## config.mk

```make
export PLATFORM = sky130hd
export DESIGN_NAME = seq_add_ctrl_flat
export DESIGN_NICKNAME = d
export VERILOG_FILES = /design/src/rtl/seq_add_ctrl_pkg.sv /design/src/rtl/seq_add_ctrl_if.sv /design/src/rtl/seq_add_ctrl_fa_cell.sv /design/src/rtl/seq_add_ctrl.sv /design/src/flat_wrapper.sv
export SDC_FILE = /design/constraint.sdc
export NUM_CORES = 1
export LEC_CHECK = 0
export CAP_MARGIN = 10
export CORE_MARGIN = 8
export CORE_UTILIZATION = 30
export CTS_CLUSTER_DIAMETER = 100
export DETAILED_ROUTE_END_ITERATION = 10
export SYNTH_ARGS = -nofsm -noshare
export SYNTH_HDL_FRONTEND = slang
export SYNTH_SLANG_ARGS = --single-unit
```

## constraint.sdc

```tcl
create_clock -name clk -period 1.8 [get_ports clk]
set_input_delay 0.54 -clock clk [delete_from_list [all_inputs] [get_ports clk]]
set_output_delay 0.54 -clock clk [all_outputs]
set_load 0.005 [all_outputs]
```

## src/rtl/seq_add_ctrl_pkg.sv

```systemverilog
// Shared types and defaults for the bit-serial adder controller.
package seq_add_pkg;

  localparam int DEF_WIDTH = 4;

  typedef enum logic [1:0] {
    IDLE = 2'd0,
    RUN  = 2'd1,
    DONE = 2'd2
  } state_t;

endpackage

```

## src/rtl/seq_add_ctrl_if.sv

```systemverilog
// Start/busy/done handshake bundle between a requester and the serial adder.
interface seq_add_if
  import seq_add_pkg::*;
#(
  parameter int WIDTH = DEF_WIDTH
);

  logic             start;
  logic [WIDTH-1:0] a;
  logic [WIDTH-1:0] b;
  logic             cin;
  logic             busy;
  logic             done;
  logic [WIDTH-1:0] sum;
  logic             cout;
  logic             ovf;

  modport master (
    output start, a, b, cin,
    input  busy, done, sum, cout, ovf
  );

  modport slave (
    input  start, a, b, cin,
    output busy, done, sum, cout, ovf
  );

endinterface

```

## src/rtl/seq_add_ctrl_fa_cell.sv

```systemverilog
// Single combinational full-adder cell reused every cycle by the serial adder.
module fa_cell (
  input  logic a,
  input  logic b,
  input  logic cin,
  output logic s,
  output logic cout
);

  assign s    = a ^ b ^ cin;
  assign cout = (a & b) | (cin & (a ^ b));

endmodule

```

## src/rtl/seq_add_ctrl.sv

```systemverilog
// Bit-serial adder: one full-adder cell over WIDTH cycles, LSB first.
// Optional signed-overflow flag built only when SEQ_ADD_OVF_EN is defined.
module seq_add_ctrl
  import seq_add_pkg::*;
#(
  parameter int WIDTH = DEF_WIDTH
) (
  input  logic     clk,
  input  logic     rst,
  seq_add_if.slave bus
);

  localparam int              CNT_W = $clog2(WIDTH);
  localparam logic [CNT_W-1:0] LAST = CNT_W'(WIDTH - 1);

  state_t           state;
  logic [WIDTH-1:0] a_sh;
  logic [WIDTH-1:0] b_sh;
  logic [WIDTH-1:0] sum_q;
  logic             carry;
  logic             cout_q;
  logic             busy_q;
  logic             done_q;
  logic [CNT_W-1:0] cnt;
  logic             fa_s;
  logic             fa_co;
  logic             accept;
  logic             last_bit;

  // start is honoured only outside RUN; a request mid-operation is dropped.
  assign accept   = ((state == IDLE) || (state == DONE)) && bus.start;
  assign last_bit = (state == RUN) && (cnt == LAST);

  fa_cell u_fa (
    .a    (a_sh[0]),
    .b    (b_sh[0]),
    .cin  (carry),
    .s    (fa_s),
    .cout (fa_co)
  );

  // NOTE: state is updated with non-blocking assignments so every flop samples
  // pre-edge values; reset is synchronous, so it lives inside the clocked block.
  always_ff @(posedge clk) begin
    if (rst) begin
      state  <= IDLE;
      a_sh   <= '0;
      b_sh   <= '0;
      sum_q  <= '0;
      carry  <= 1'b0;
      cout_q <= 1'b0;
      busy_q <= 1'b0;
      done_q <= 1'b0;
      cnt    <= '0;
    end else begin
      case (state)
        IDLE, DONE: begin
          done_q <= 1'b0;
          if (accept) begin
            state  <= RUN;
            busy_q <= 1'b1;
            a_sh   <= bus.a;
            b_sh   <= bus.b;
            carry  <= bus.cin;
            cnt    <= '0;
            sum_q  <= '0;
            cout_q <= 1'b0;
          end else begin
            state <= IDLE;
          end
        end
        RUN: begin
          a_sh  <= a_sh >> 1;
          b_sh  <= b_sh >> 1;
          sum_q <= {fa_s, sum_q[WIDTH-1:1]};
          carry <= fa_co;
          if (last_bit) begin
            // Counter is parked at zero here rather than left to wrap on its own.
            cnt    <= '0;
            state  <= DONE;
            busy_q <= 1'b0;
            done_q <= 1'b1;
            cout_q <= fa_co;
          end else begin
            cnt <= cnt + CNT_W'(1);
          end
        end
        default: begin
          state  <= IDLE;
          busy_q <= 1'b0;
          done_q <= 1'b0;
        end
      endcase
    end
  end

`ifdef SEQ_ADD_OVF_EN
  // Carry into the MSB; XOR with the final carry-out gives signed overflow.
  logic c_msb;

  always_ff @(posedge clk) begin
    if (rst || accept) begin
      c_msb <= 1'b0;
    end else if (last_bit) begin
      c_msb <= carry;
    end
  end

  assign bus.ovf = c_msb ^ cout_q;
`else
  assign bus.ovf = 1'b0;
`endif

  assign bus.busy = busy_q;
  assign bus.done = done_q;
  assign bus.sum  = sum_q;
  assign bus.cout = cout_q;

endmodule

```

## src/flat_wrapper.sv

```systemverilog
// flat-port wrapper written by rule: the top's interface ports become plain ports
module seq_add_ctrl_flat import seq_add_pkg::*;
#(
  parameter int WIDTH = DEF_WIDTH
)
  (clk, rst, bus_start, bus_a, bus_b, bus_cin, bus_busy, bus_done, bus_sum, bus_cout, bus_ovf);
  seq_add_if #(.WIDTH(WIDTH)) bus_i ();
  input  logic clk;
  input  logic rst;
  input wire logic [$bits(bus_i.start)-1:0] bus_start;
  input wire logic [$bits(bus_i.a)-1:0] bus_a;
  input wire logic [$bits(bus_i.b)-1:0] bus_b;
  input wire logic [$bits(bus_i.cin)-1:0] bus_cin;
  output wire logic [$bits(bus_i.busy)-1:0] bus_busy;
  output wire logic [$bits(bus_i.done)-1:0] bus_done;
  output wire logic [$bits(bus_i.sum)-1:0] bus_sum;
  output wire logic [$bits(bus_i.cout)-1:0] bus_cout;
  output wire logic [$bits(bus_i.ovf)-1:0] bus_ovf;
  assign bus_i.start = bus_start;
  assign bus_i.a = bus_a;
  assign bus_i.b = bus_b;
  assign bus_i.cin = bus_cin;
  assign bus_busy = bus_i.busy;
  assign bus_done = bus_i.done;
  assign bus_sum = bus_i.sum;
  assign bus_cout = bus_i.cout;
  assign bus_ovf = bus_i.ovf;
  seq_add_ctrl #(.WIDTH(WIDTH)) u_core (.clk(clk), .rst(rst), .bus(bus_i));
endmodule
```

* Word level (Yosys, flattened, before mapping)
Cells that the tools add are included.
W data, S select, Z words.
** Cells by class
- Equal/unequal tests :: 5
- Add/sub/neg operators :: 1
- Reduce and logical (&&, ||, !) cells :: 10
- Bitwise gates (word level) :: 6
- Mux-type cells :: 20
** Operator list (number)
- $pmux W4 S2 :: 3
- $mux W4 :: 3
- $pmux W2 S2 :: 2
- $mux W1 :: 6
- $mux W2 :: 3
- $pmux W1 S2 :: 3
- $eq A2 B2 Y1 const B :: 2
- $ne A2 B1 Y1 const B :: 2
- $reduce_and A2 Y1 :: 2
- $reduce_or A2 Y1 :: 2
- $reduce_and A3 Y1 :: 1
- $add A2 B1 Y2 const B :: 1
- $and A1 B1 Y1 :: 2
- $eq A2 B1 Y1 const B :: 1
- $logic_and A1 B1 Y1 :: 2
- $logic_not A2 Y1 :: 1
- $reduce_bool A2 Y1 :: 1
- $xor A1 B1 Y1 :: 2
- $logic_or A1 B1 Y1 :: 1
- $not A1 Y1 :: 1
- $or A1 B1 Y1 :: 1
** Storage, ports and cells
- Output and inout bits :: 8
- Bits of input ports :: 12
- Bits in registers :: 20
- Word-level logic and storage cells :: 51

* Longest topological paths before layout
- Depth after elaboration :: 5
- Depth in mapped cells :: 5
- Gate-level depth less buffers :: 4

* By module
A second synthesis with hierarchy kept.
** Second synthesis, totals
- Cell total of the unflattened synthesis :: 95
- Area total of the unflattened synthesis :: 834.6 um2
** Modules (own cells, without submodules)
- seq_add_ctrl :: cells an instance 94, area each 814.5 um2, sequential area each 400.4 um2, times used 1
- fa_cell :: cells an instance 1, area each 20.0 um2, sequential area each 0.0 um2, times used 1

* Worst setup path after synthesis
Ideal clock, no wire load.
- Path kind :: register -> register
- Start :: register u_core.a_sh[0]
- End :: register u_core.cout_q (netlist: u_core.bus.cout)
- Stages on the path, launching flop included :: 5
- Buffers on the path :: 0
- Arrival :: 1216 ps
- Setup time :: 71 ps
- Data required time :: 1729 ps
- Setup slack :: 513 ps
- Period minus slack after synthesis :: 1287 ps
- Cells stage by stage :: dfxtp_1 inv_1 fa_1 or3_1 a21oi_1
** On the way
- Word-level cells in the longest chain between the ends :: 5
- Elaborated cells on any way between the ends :: 6
- Those cells by class :: 2 x mux; 4 x bitwise
** Ends and longest elaborated chain
- from (decl) :: RTL line seq_add_ctrl.sv:17 : logic [WIDTH-1:0] a_sh;
- from (signal assigned) :: RTL line seq_add_ctrl.sv:62 : a_sh <= bus.a;
- from (signal assigned) :: RTL line seq_add_ctrl.sv:73 : a_sh <= a_sh >> 1;
- $xor A1 B1 Y1 :: RTL line seq_add_ctrl_fa_cell.sv:11 : assign cout = (a & b) | (cin & (a ^ b));
- $and A1 B1 Y1 :: RTL line seq_add_ctrl_fa_cell.sv:11
- $or A1 B1 Y1 * :: RTL line seq_add_ctrl_fa_cell.sv:11
- $mux W1 * :: RTL line seq_add_ctrl.sv:77 : if (last_bit) begin
- $pmux W1 S2 * :: RTL line seq_add_ctrl.sv:56 : case (state)
- to (signal assigned) :: RTL line seq_add_ctrl.sv:83 : cout_q <= fa_co;
- to (decl) :: RTL line seq_add_ctrl.sv:21 : logic cout_q;
Every way passes the cells marked *; elsewhere a longest branch is shown, timed or not. The select of a mux whose other input is x is not followed.
A chain may end at the register's enable or synchronous reset.

* Worst setup path after layout
- Start :: register u_core.sum_q[1] (netlist: u_core.bus.sum[1])
- End :: output bus_sum[1]
** RTL lines
- from (decl) :: RTL line seq_add_ctrl.sv:19 : logic [WIDTH-1:0] sum_q;
- from (signal assigned) :: RTL line seq_add_ctrl.sv:75 : sum_q <= {fa_s, sum_q[WIDTH-1:1]};
- to (decl) :: RTL line flat_wrapper.sv:16 : output wire logic [$bits(bus_i.sum)-1:0] bus_sum;
No word-level cell between the ends.

==> results.md <==
- Leakage: 0.412 nW
- Chip height: between 60 and 70 um
- Crit-path cells: clkdlybuf4s50_1
- Post-CTS Hold Buffers: 0
- Final number of setup-violating endpoints: 0
- Die area: just under 0.005 mm^2
- Syn Area/Cell: 8.30 um^2
- Worst Path Buf+Inv: 1
- Final hold vios: 0
- Asr flop ratio synth: 0%
- Routed len/inst: 11.6 um
- Top-count cell post-synth: nand2_1
- Top Ports: 20
- Crit path depth: 1
- Global-route wire length before repair: 2990 um
- Initial Util: a little under a third
- Syn nets: 118
- Vias in the first global route: 719
- Max Freq: 0.583 GHz
- Buffers on Ports: 18
- Via count: between 700 and 800
- Layout area overhead: 29.1%
- DRT Pass-1 Iters: 4
- Cells on worst reg2reg path: 4
- CTS root buf: clkbuf_4
- Post-Syn Area: 863 um^2
- Routability cong.: 0.687
- Clk sink count: 20
- RR Startpoint: u_core.a_sh[0]
- Critical Path Fanout Max: 3
- Peak VDD IR: about 0.00046 V
- CP Capture Type: primary output
- RSZ-0062 raised after global routing: false
- Crit Path Class: flip-flop to primary output
- Post-cts resize count: 0
- Power per cell area: 798 mW/mm^2
- Final core occ: 40.4%
- Status: complete, no violations
- Post-DP Area: 0.00108 mm^2
- Clock transition at the registers of the reported paths: between 0.1 and 0.15 ns
- Family with the most delay on the worst path: buffers and inverters
- Worst EP arrival: roughly 1.2 ns
- CP startpoint kind: flip-flop
- Largest net degree at the start of global routing: 18
- Clock Latency Late Sink: 0.29 ns
- #FFs+latches synth: 20
- GR Overflow Total: 0
- CP startpoint: u_core.bus.sum[1]
- Ys Warns: 0
- Commonest cells post-synth: nand2_1 (21), dfxtp_1 (20), nor2_1 (10)
- Postcts setup bufs: 0
- Die X: 69.6 um
- R2r setup slk: roughly 0.42 ns
- Worst hold path type: flip-flop to flip-flop
- Yosys top cell by area: dfxtp_1
- Tcrit/Tclk final: 95.3%
- CP max stage delay: approximately 0.5 ns
- Dpl hpwl: 1330 um
- N_diodes: 0
- Initial antenna violation count: 0
- Crit path time final: 1.72 ns
- Slowest library cell on the worst path: clkdlybuf4s50_1
- Max Cap Viol: 0
- CTS tree: built
- H-tree Lvls: 1
- Synth Instances: 104
- Antenna viol nets, final: 0
- Number of synthesized flops with an enable pin: 0
- Cts bufs inserted: 3
- Nets: about 140
- Setup crit end: bus_sum[1]
- Final number of max-transition violations: 0
- Vias per inst: 4.82
- Clk buf depth: 2
- Iter 0 DRT Violations: 30
- Share of layout cells above drive strength 1: 8.94%
- All-layer global routing usage: around 7.2%
- Worst r2r dst: u_core.bus.cout
- Row count: 19
- Post-synth top area share: a little under half
- Critical Path RT: 1.26 ns
- Post-synth top flop: dfxtp_1
- WL final: 1790 um
- Final Instance Area: approximately 0.0011 mm^2
- Synth top area cells: dfxtp_1 (46%), nand2_1 (9.1%), a311oi_1 (6.1%)
- Yosys cell types: 25
- Post-detailed-route DRC marker count: 0
- Sequential element share of the synthesized area: between 40% and 50%
- Core ar.: 0.00276 mm^2
- Clock skew: 0.00163 ns
-- layout by cell type, fill, tap and decap left out, types with 2 or more instances in the layout --
cell type        netlist  final
nor3_1                 2      2
a31oi_1                2      2
nor2_1                10     10
nand2_1               21     21
clkdlybuf4s50_1        0     18
nand3_1                7      7
a311oi_1               6      6
inv_1                  4      4
a21oi_1                9      9
nand2b_1               3      3
buf_4                  3      5
clkbuf_4               0      3
dfxtp_1               20     19
-- power breakdown --
part | total, mW | switching (mW) | internal, mW
clock network | 0.254 | 0.130 | 0.123
logic | 0.150 | 0.0720 | 0.0783
registers | 0.486 | 0.0159 | 0.470
total | 0.890 | 0.218 | 0.672
-- routing by layer --
layer | wire [um] | vias to the layer above | share of wire (%) | track usage (%)
met1 | 889 | 341 | 50 | 8.12
met3 | 46 | 4 | 2.6 | 1.86
met5 | 0 | - | 0 | 0
li1 | - | 385 | - | -
met4 | 26 | 0 | 1.4 | 3.35
met2 | 832 | 12 | 46 | 12.3
-- worst min path at each step --
stage | end | cells past startpoint | startpoint
2_1_floorplan | u_core.carry | 2 | u_core.carry
3_3_place_gp | u_core.bus.busy | 2 | u_core.bus.busy
3_5_place_dp | u_core.bus.sum[0] | 2 | u_core.bus.sum[0]
4_1_cts | u_core.bus.sum[0] | 2 | u_core.bus.sum[0]
5_1_grt | u_core.bus.sum[1] | 2 | u_core.bus.sum[2]
6_report | u_core.bus.sum[0] | 2 | u_core.bus.sum[0]
-- state kept, by name, indices dropped and copies added, names as in the netlist --
name and flops:
u_core.bus.busy 1, u_core.a_sh 4, u_core.carry 1, u_core.bus.sum 4, u_core.bus.cout 1, u_core.cnt 2, u_core.bus.done 1, u_core.state 2
u_core.b_sh 4
-- kinds of logic after synthesis --
family | Yosys count | synth area share [%]
buffers and inverters | 13 | 8.98
and+or+nand+nor | 47 | 24.2
DFF | 20 | 46.4
other | 1 | 0.434
AOI/OAI and AO/OA | 21 | 16.2
adders and majority gates | 2 | 3.77
-- worst register-to-register path, delay by kind of cell (launching register included) --
kind | cells | cell delay [ns]
buffers and inverters | 1 | 0.06
DFF | 1 | 0.34
adders and majority gates | 1 | 0.44
and+or+nand+nor | 1 | 0.37
AOI/OAI and AO/OA | 1 | 0.12
-- cell type report --
type                            count  area [um^2]
Timing Repair Buffer               24          238
Inverter                            4         15.0
Multi-Input combinational cell     71          385
Tap cell                           31         38.8
Fill cell                         295         1640
Sequential cell                    20          402
Clock buffer                        4         36.3
-- stage by stage --
step | instances | setup slack [ns] | power, mW | setup TNS (ns) | hold slack, ns
floorplan | 104 | 0.513 | 0.589 | 0 | 0.445
global placement | 150 | -0.0187 | 0.643 | -0.0187 | 0.452
detailed placement | 150 | -0.000612 | 0.647 | -0.000612 | 0.462
CTS | 154 | 0.0400 | 0.898 | 0 | 0.477
global route | 154 | 0.0334 | 0.938 | 0 | 0.503
finish | 154 | 0.0849 | 0.890 | 0 | 0.473
(Power assumes the default switching activity.)
